### src/rtl/pipe_stage_skid.sv
// Pipeline stage register with a valid/ready handshake, a 2-entry skid buffer,
// synchronous flush with NOP injection and a saturating back-pressure stall counter.
module pipe_stage_skid #(
    parameter int                 DATA_W   = 96,
    parameter logic [DATA_W-1:0]  RST_DATA = '0,
    parameter logic [DATA_W-1:0]  NOP_DATA = DATA_W'(32'h0000_0013),
    parameter int                 STAT_W   = 16
) (
    input  logic              i_clk,
    input  logic              i_rst,
    input  logic              i_flush,
    input  logic              i_valid,
    output logic              o_ready,
    input  logic [DATA_W-1:0] i_data,
    output logic              o_valid,
    input  logic              i_ready,
    output logic [DATA_W-1:0] o_data,
    output logic [1:0]        o_count,
    output logic [STAT_W-1:0] o_stall_cnt
);

    typedef enum logic [1:0] {
        EMPTY = 2'd0,
        ONE   = 2'd1,
        TWO   = 2'd2
    } state_t;

    state_t            state_q;
    logic [DATA_W-1:0] main_q;
    logic [DATA_W-1:0] skid_q;
    logic [STAT_W-1:0] stall_q;
    logic [STAT_W-1:0] stall_d;
    logic              in_fire;
    logic              out_fire;

    // Handshake: a transfer happens on an edge where valid and ready are both high;
    // valid never depends on ready, and o_valid/o_ready come only from registered state.
    assign o_valid     = (state_q != EMPTY);
    assign o_ready     = (state_q != TWO) && !i_rst;
    assign o_data      = main_q;
    assign o_count     = state_q;
    assign o_stall_cnt = stall_q;

    assign in_fire  = i_valid && o_ready;
    assign out_fire = o_valid && i_ready;

    always_comb begin
        stall_d = stall_q;
        if (o_valid && !i_ready && !i_flush && (stall_q != {STAT_W{1'b1}})) begin
            stall_d = stall_q + STAT_W'(1);
        end
    end

    always_ff @(posedge i_clk) begin
        if (i_rst) begin
            state_q <= EMPTY;
            main_q  <= RST_DATA;
            skid_q  <= RST_DATA;
            stall_q <= '0;
        end else begin
            stall_q <= stall_d;
            if (i_flush) begin
                state_q <= EMPTY;
                main_q  <= NOP_DATA;
                skid_q  <= '0;
            end else begin
                case (state_q)
                    EMPTY: begin
                        if (in_fire) begin
                            main_q  <= i_data;
                            state_q <= ONE;
                        end
                    end
                    ONE: begin
                        if (in_fire && out_fire) begin
                            main_q <= i_data;
                        end else if (out_fire) begin
                            state_q <= EMPTY;
                        end else if (in_fire) begin
                            skid_q  <= i_data;
                            state_q <= TWO;
                        end
                    end
                    TWO: begin
                        // Upstream is blocked here, so only a drain can move data.
                        if (out_fire) begin
                            main_q  <= skid_q;
                            state_q <= ONE;
                        end
                    end
                    default: begin
                        state_q <= EMPTY;
                    end
                endcase
            end
        end
    end

endmodule
### config.mk
export PLATFORM = sky130hd
export DESIGN_NAME = pipe_stage_skid
export DESIGN_NICKNAME = d
export VERILOG_FILES = /design/src/rtl/pipe_stage_skid.sv
export SDC_FILE = /design/constraint.sdc
export NUM_CORES = 1
export LEC_CHECK = 0
export CAP_MARGIN = 20
export CORE_ASPECT_RATIO = 0.9
export CORE_UTILIZATION = 25
export DETAILED_ROUTE_END_ITERATION = 16
export GPL_TIMING_DRIVEN = 0
export PLACE_DENSITY = 0.57
export SYNTH_ARGS = -nofsm -noshare
export SYNTH_HDL_FRONTEND = slang
export SYNTH_SLANG_ARGS = --single-unit
### constraint.sdc
create_clock -name i_clk -period 2 [get_ports i_clk]
set_input_delay 0.3 -clock i_clk [delete_from_list [all_inputs] [get_ports i_clk]]
set_output_delay 0.3 -clock i_clk [all_outputs]
set_load 0.005 [all_outputs]
==> impl_table.tex <==
\begin{tabular}{lr}
\hline
Metric & Value \\
\hline
\multicolumn{2}{l}{\textbf{GRT}} \\
\quad Largest net degree at the start of global routing & 17 \\
\quad Via count of the first global-routing pass & 7336 \\
\quad Number of antenna violations at the first check in global routing & 1 \\
\quad Global-route total usage across every layer & 15.3\% \\
\quad Global-route wire length before repair & 41500 um \\
\quad Final global-route overflow total & 0 \\
\multicolumn{2}{l}{\textbf{Synthesis}} \\
\quad Async SR Flop Fraction & 0\% \\
\quad Unique masters post-synth & 40 \\
\quad Synthesized area per cell & 8.69 um\^{}2 \\
\quad Top area cells in the synthesized netlist & dfxtp\_1 (50\%), mux2i\_1 (11\%), nand2\_1 (8.9\%) \\
\quad Ys flop type & dfxtp\_1 \\
\quad Area of the mapped netlist & 8420 um\^{}2 \\
\quad Synthesized instance count & 968 \\
\quad Flop and latch count out of synthesis & 210 \\
\quad Warning count from the yosys run & 0 \\
\quad Number of nets produced by synthesis & 1070 \\
\quad Top-count cell post-synth & dfxtp\_1 \\
\quad Number of enable-type register cells in the synthesized netlist & 0 \\
\quad Fraction of synthesized cell area taken by the top area cell type & 50.0\% \\
\quad Post-synthesis cell type with the largest combined area & dfxtp\_1 \\
\quad Sequential area share after synthesis & 50.0\% \\
\quad Commonest cells in the netlist & dfxtp\_1 (210), nand2\_1 (199), a21oi\_1 (105), nor2\_1 (104), a211oi\_1 (99) \\
\multicolumn{2}{l}{\textbf{Detailed routing}} \\
\quad Detail-routed net length per standard cell & 16.4 um \\
\quad Via Count & 7637 \\
\quad Remaining antenna violation count after routing & 0 \\
\quad Violation count after the first detailed-route iteration & 345 \\
\quad First-pass detailed-route iteration total & 5 \\
\quad Total Wirelength & 27200 um \\
\quad Drt via density & 4.61 \\
\quad Residual DRC count & 0 \\
\multicolumn{2}{l}{\textbf{STA}} \\
\quad Clock Skews & 0.0141 ns \\
\quad Final Hold Fails & 0 \\
\quad Least setup slack across all paths after layout & 0.0601 ns \\
\quad Maximum clock frequency & 0.515 GHz \\
\quad Final period demand of the worst path & 1.94 ns \\
\quad Transition time at the pin with the least slew margin & 0.670 ns \\
\quad Remaining max-slew budget at the tightest pin & 54.9\% \\
\quad Final max-slew violation count & 0 \\
\quad RSZ-0062 raised after global routing & no \\
\quad Worst hold-check slack & 0.265 ns \\
\quad Final setup violation count & 0 \\
\quad Share of the cycle needed by the critical path after routing & 97.0\% \\
\multicolumn{2}{l}{\textbf{Worst setup path}} \\
\quad Dominant delay contributor by cell family on the critical path & buffers and inverters \\
\quad Longest individual stage delay on the worst path & 0.44 ns \\
\quad Buf+Inv Stages, Crit Path & 3 \\
\quad Standard cell with the maximum stage delay on the critical path & clkdlybuf4s50\_1 \\
\quad Startpoint of the most critical register-to-register path & o\_stall\_cnt[5]\$\_SDFFE\_PP0P\_ \\
\quad End of the worst register-to-register path & o\_stall\_cnt[9]\$\_SDFFE\_PP0P\_ \\
\quad Worst Path Class, Setup & flip-flop to output port \\
\quad Arrival time at the worst endpoint & 1.64 ns \\
\quad Reg2reg setup slack & 0.12 ns \\
\quad Cells along the critical path & buf\_6 > nor2\_4 > inv\_1 > clkdlybuf4s50\_1 \\
\quad Largest fanout of any net on the critical path & 6 \\
\quad Worst setup EP type & output port \\
\quad Kind of start point of the critical path & flip-flop \\
\quad Cells on worst reg2reg path & 4 \\
\quad Critical path required time & 1.70 ns \\
\multicolumn{2}{l}{\textbf{Run status}} \\
\quad Run status & complete, no violations \\
\multicolumn{2}{l}{\textbf{Hold path}} \\
\quad Class of the most critical hold timing path & primary input to flip-flop \\
\quad Worst Hold End & o\_data[4]\$\_SDFFE\_PP0P\_ \\
\quad Beginning of the worst hold path & i\_flush \\
\quad WHS Path Cells & 3 \\
\multicolumn{2}{l}{\textbf{Clock tree}} \\
\quad Master cell of the clock root buffer & clkbuf\_16 \\
\quad Buffer levels on the longest clock path & 3 \\
\quad Clock latency on the worst-skew pair & 0.52 ns \\
\quad Num CTS Buffers & 24 \\
\quad TritonCTS clock tree & done \\
\quad Total number of H-tree levels & 1 \\
\quad Post-CTS clock slew at the launch and capture registers of the worst setup and hold paths & 0.06 ns \\
\quad Number of clock sinks & 210 \\
\multicolumn{2}{l}{\textbf{Finish}} \\
\quad Diodes inserted & 0 \\
\quad Post-Layout Cell Count & 1655 \\
\quad Layout cells sized above 1 & 8.84\% \\
\quad Area Growth Syn to Fin & 43.8\% \\
\quad \# nets final & 1317 \\
\multicolumn{2}{l}{\textbf{Power and ir drop}} \\
\quad Pwr dens & 805 nW/um\^{}2 \\
\quad Static Leak & 4.66 nW \\
\quad VDD IR max & 0.000595 V \\
\multicolumn{2}{l}{\textbf{Place}} \\
\quad Setup slack after placement & -1.11 ns \\
\quad Detailed Place HPWL & 18900 um \\
\quad Routability congestion estimate from global placement & 0.807 \\
\quad Buffers added on ports & 216 \\
\quad Instance count after placement with tap cells included & 1607 \\
\multicolumn{2}{l}{\textbf{Floorplan}} \\
\quad Die Y & 176 um \\
\quad Area inside the core boundary & 33000 um\^{}2 \\
\quad Die width & 195 um \\
\quad Starting utilization of the core area & 25.5\% \\
\quad Ports & 217 \\
\quad Number of standard-cell rows in the floorplan & 63 \\
\quad Die ar. & 34400 um\^{}2 \\
\multicolumn{2}{l}{\textbf{Run}} \\
\quad Number of maximum-capacitance constraint violations & 0 \\
\hline
\end{tabular}
[metrics by stage]
stage	setup TNS (ns)	util, %	cell area (um^2)	power, mW
floorplan	0	-	8420	4.72
global placement	-219.43	33.6	11100	5.25
detailed placement	-180.49	33.7	11100	5.26
CTS	-0.0307	36.5	12100	9.88
global route	0	36.6	12100	10.1
finish	0	36.6	12100	9.74
[layout by cell type (no fill, tap or decap), drive strengths merged, types with 5 or more instances in the layout]
cell type	count
or4	7
mux2i	96
o31ai	7
dfxtp	210
nor3	5
nor2	104
nand3	5
clkdlybuf4s50	214
a21oi	105
nand4	5
buf	30
a211oi	99
clkbuf	96
nand2	199
[worst register-to-register path: stages, from the launching register on]
cell and delay (ns):
dfxtp_1 0.41, nand4_1 0.22, or4_4 0.57, or4_1 0.48
a21oi_1 0.14
[layer usage]
layer  wire length (um)  track usage (%)  share of wire (%)  vias to the layer above
met5                 13                0              0.048                        -
met4                576             3.97                2.1                        2
met3               1090             2.45                4.0                       37
met2              12000             24.1                 44                      181
met1              13600             21.7                 50                     3555
li1                   -                -                  -                     3862
[where the power goes]
group          internal, mW  switching [mW]
clock                  2.78            1.80
combinational         0.440           0.415
sequential             4.26          0.0483
[repair_timing]
item | in CTS | in global routing
hold buffers | 0 | 0
setup buffers | 5 | 2
resized for setup | 51 | 15
setup endpoints to repair | 196 | 135
hold endpoints to repair | 0 | 0
pin swaps | 0 | 2
[logic make-up after synthesis]
family / Yosys count / share of synthesized area [%]
AO/OA/AOI/OAI: 224 / 16.9
adder cells (fa/ha/maj): 1 / 0.149
buffers and inverters: 85 / 4.01
flip-flops: 210 / 50.0
multiplexers: 100 / 12.0
AND/OR/NAND/NOR: 348 / 17.0
[state kept, by name, summed over array words and instances (netlist names)]
name	flops
o_data	96
skid_q	96
o_stall_cnt	16
o_count	2
[cell type report]
| cell class | count | area (um^2) |
|---|---|---|
| Buffer | 78 | 389 |
| Sequential cell | 210 | 4210 |
| Timing Repair Buffer | 224 | 2220 |
| Clock inverter | 5 | 81.3 |
| Tap cell | 422 | 528 |
| Multi-Input combinational cell | 673 | 3920 |
| Inverter | 4 | 15.0 |
| Fill cell | 3372 | 20900 |
| Clock buffer | 39 | 738 |
[how the worst max path moves through the flow]
| stage | startpoint | end | slack, ns | cells past startpoint |
|---|---|---|---|---|
| CTS | o_count[1]$_SDFFE_PP0P_ | o_ready | -0.02 | 7 |
| detailed placement | i_rst | o_data[24]$_SDFFE_PP0P_ | -1.11 | 6 |
| floorplan | o_count[1]$_SDFFE_PP0P_ | o_stall_cnt[9]$_SDFFE_PP0P_ | 0.22 | 5 |
| global placement | i_ready | skid_q[56]$_SDFFE_PP0P_ | -1.68 | 7 |
| finish | o_count[1]$_SDFFE_PP0P_ | o_valid | 0.06 | 4 |
| global route | o_count[1]$_SDFFE_PP0P_ | o_valid | 0.002 | 4 |
No activity file was read; power rests on OpenSTA's default activity.
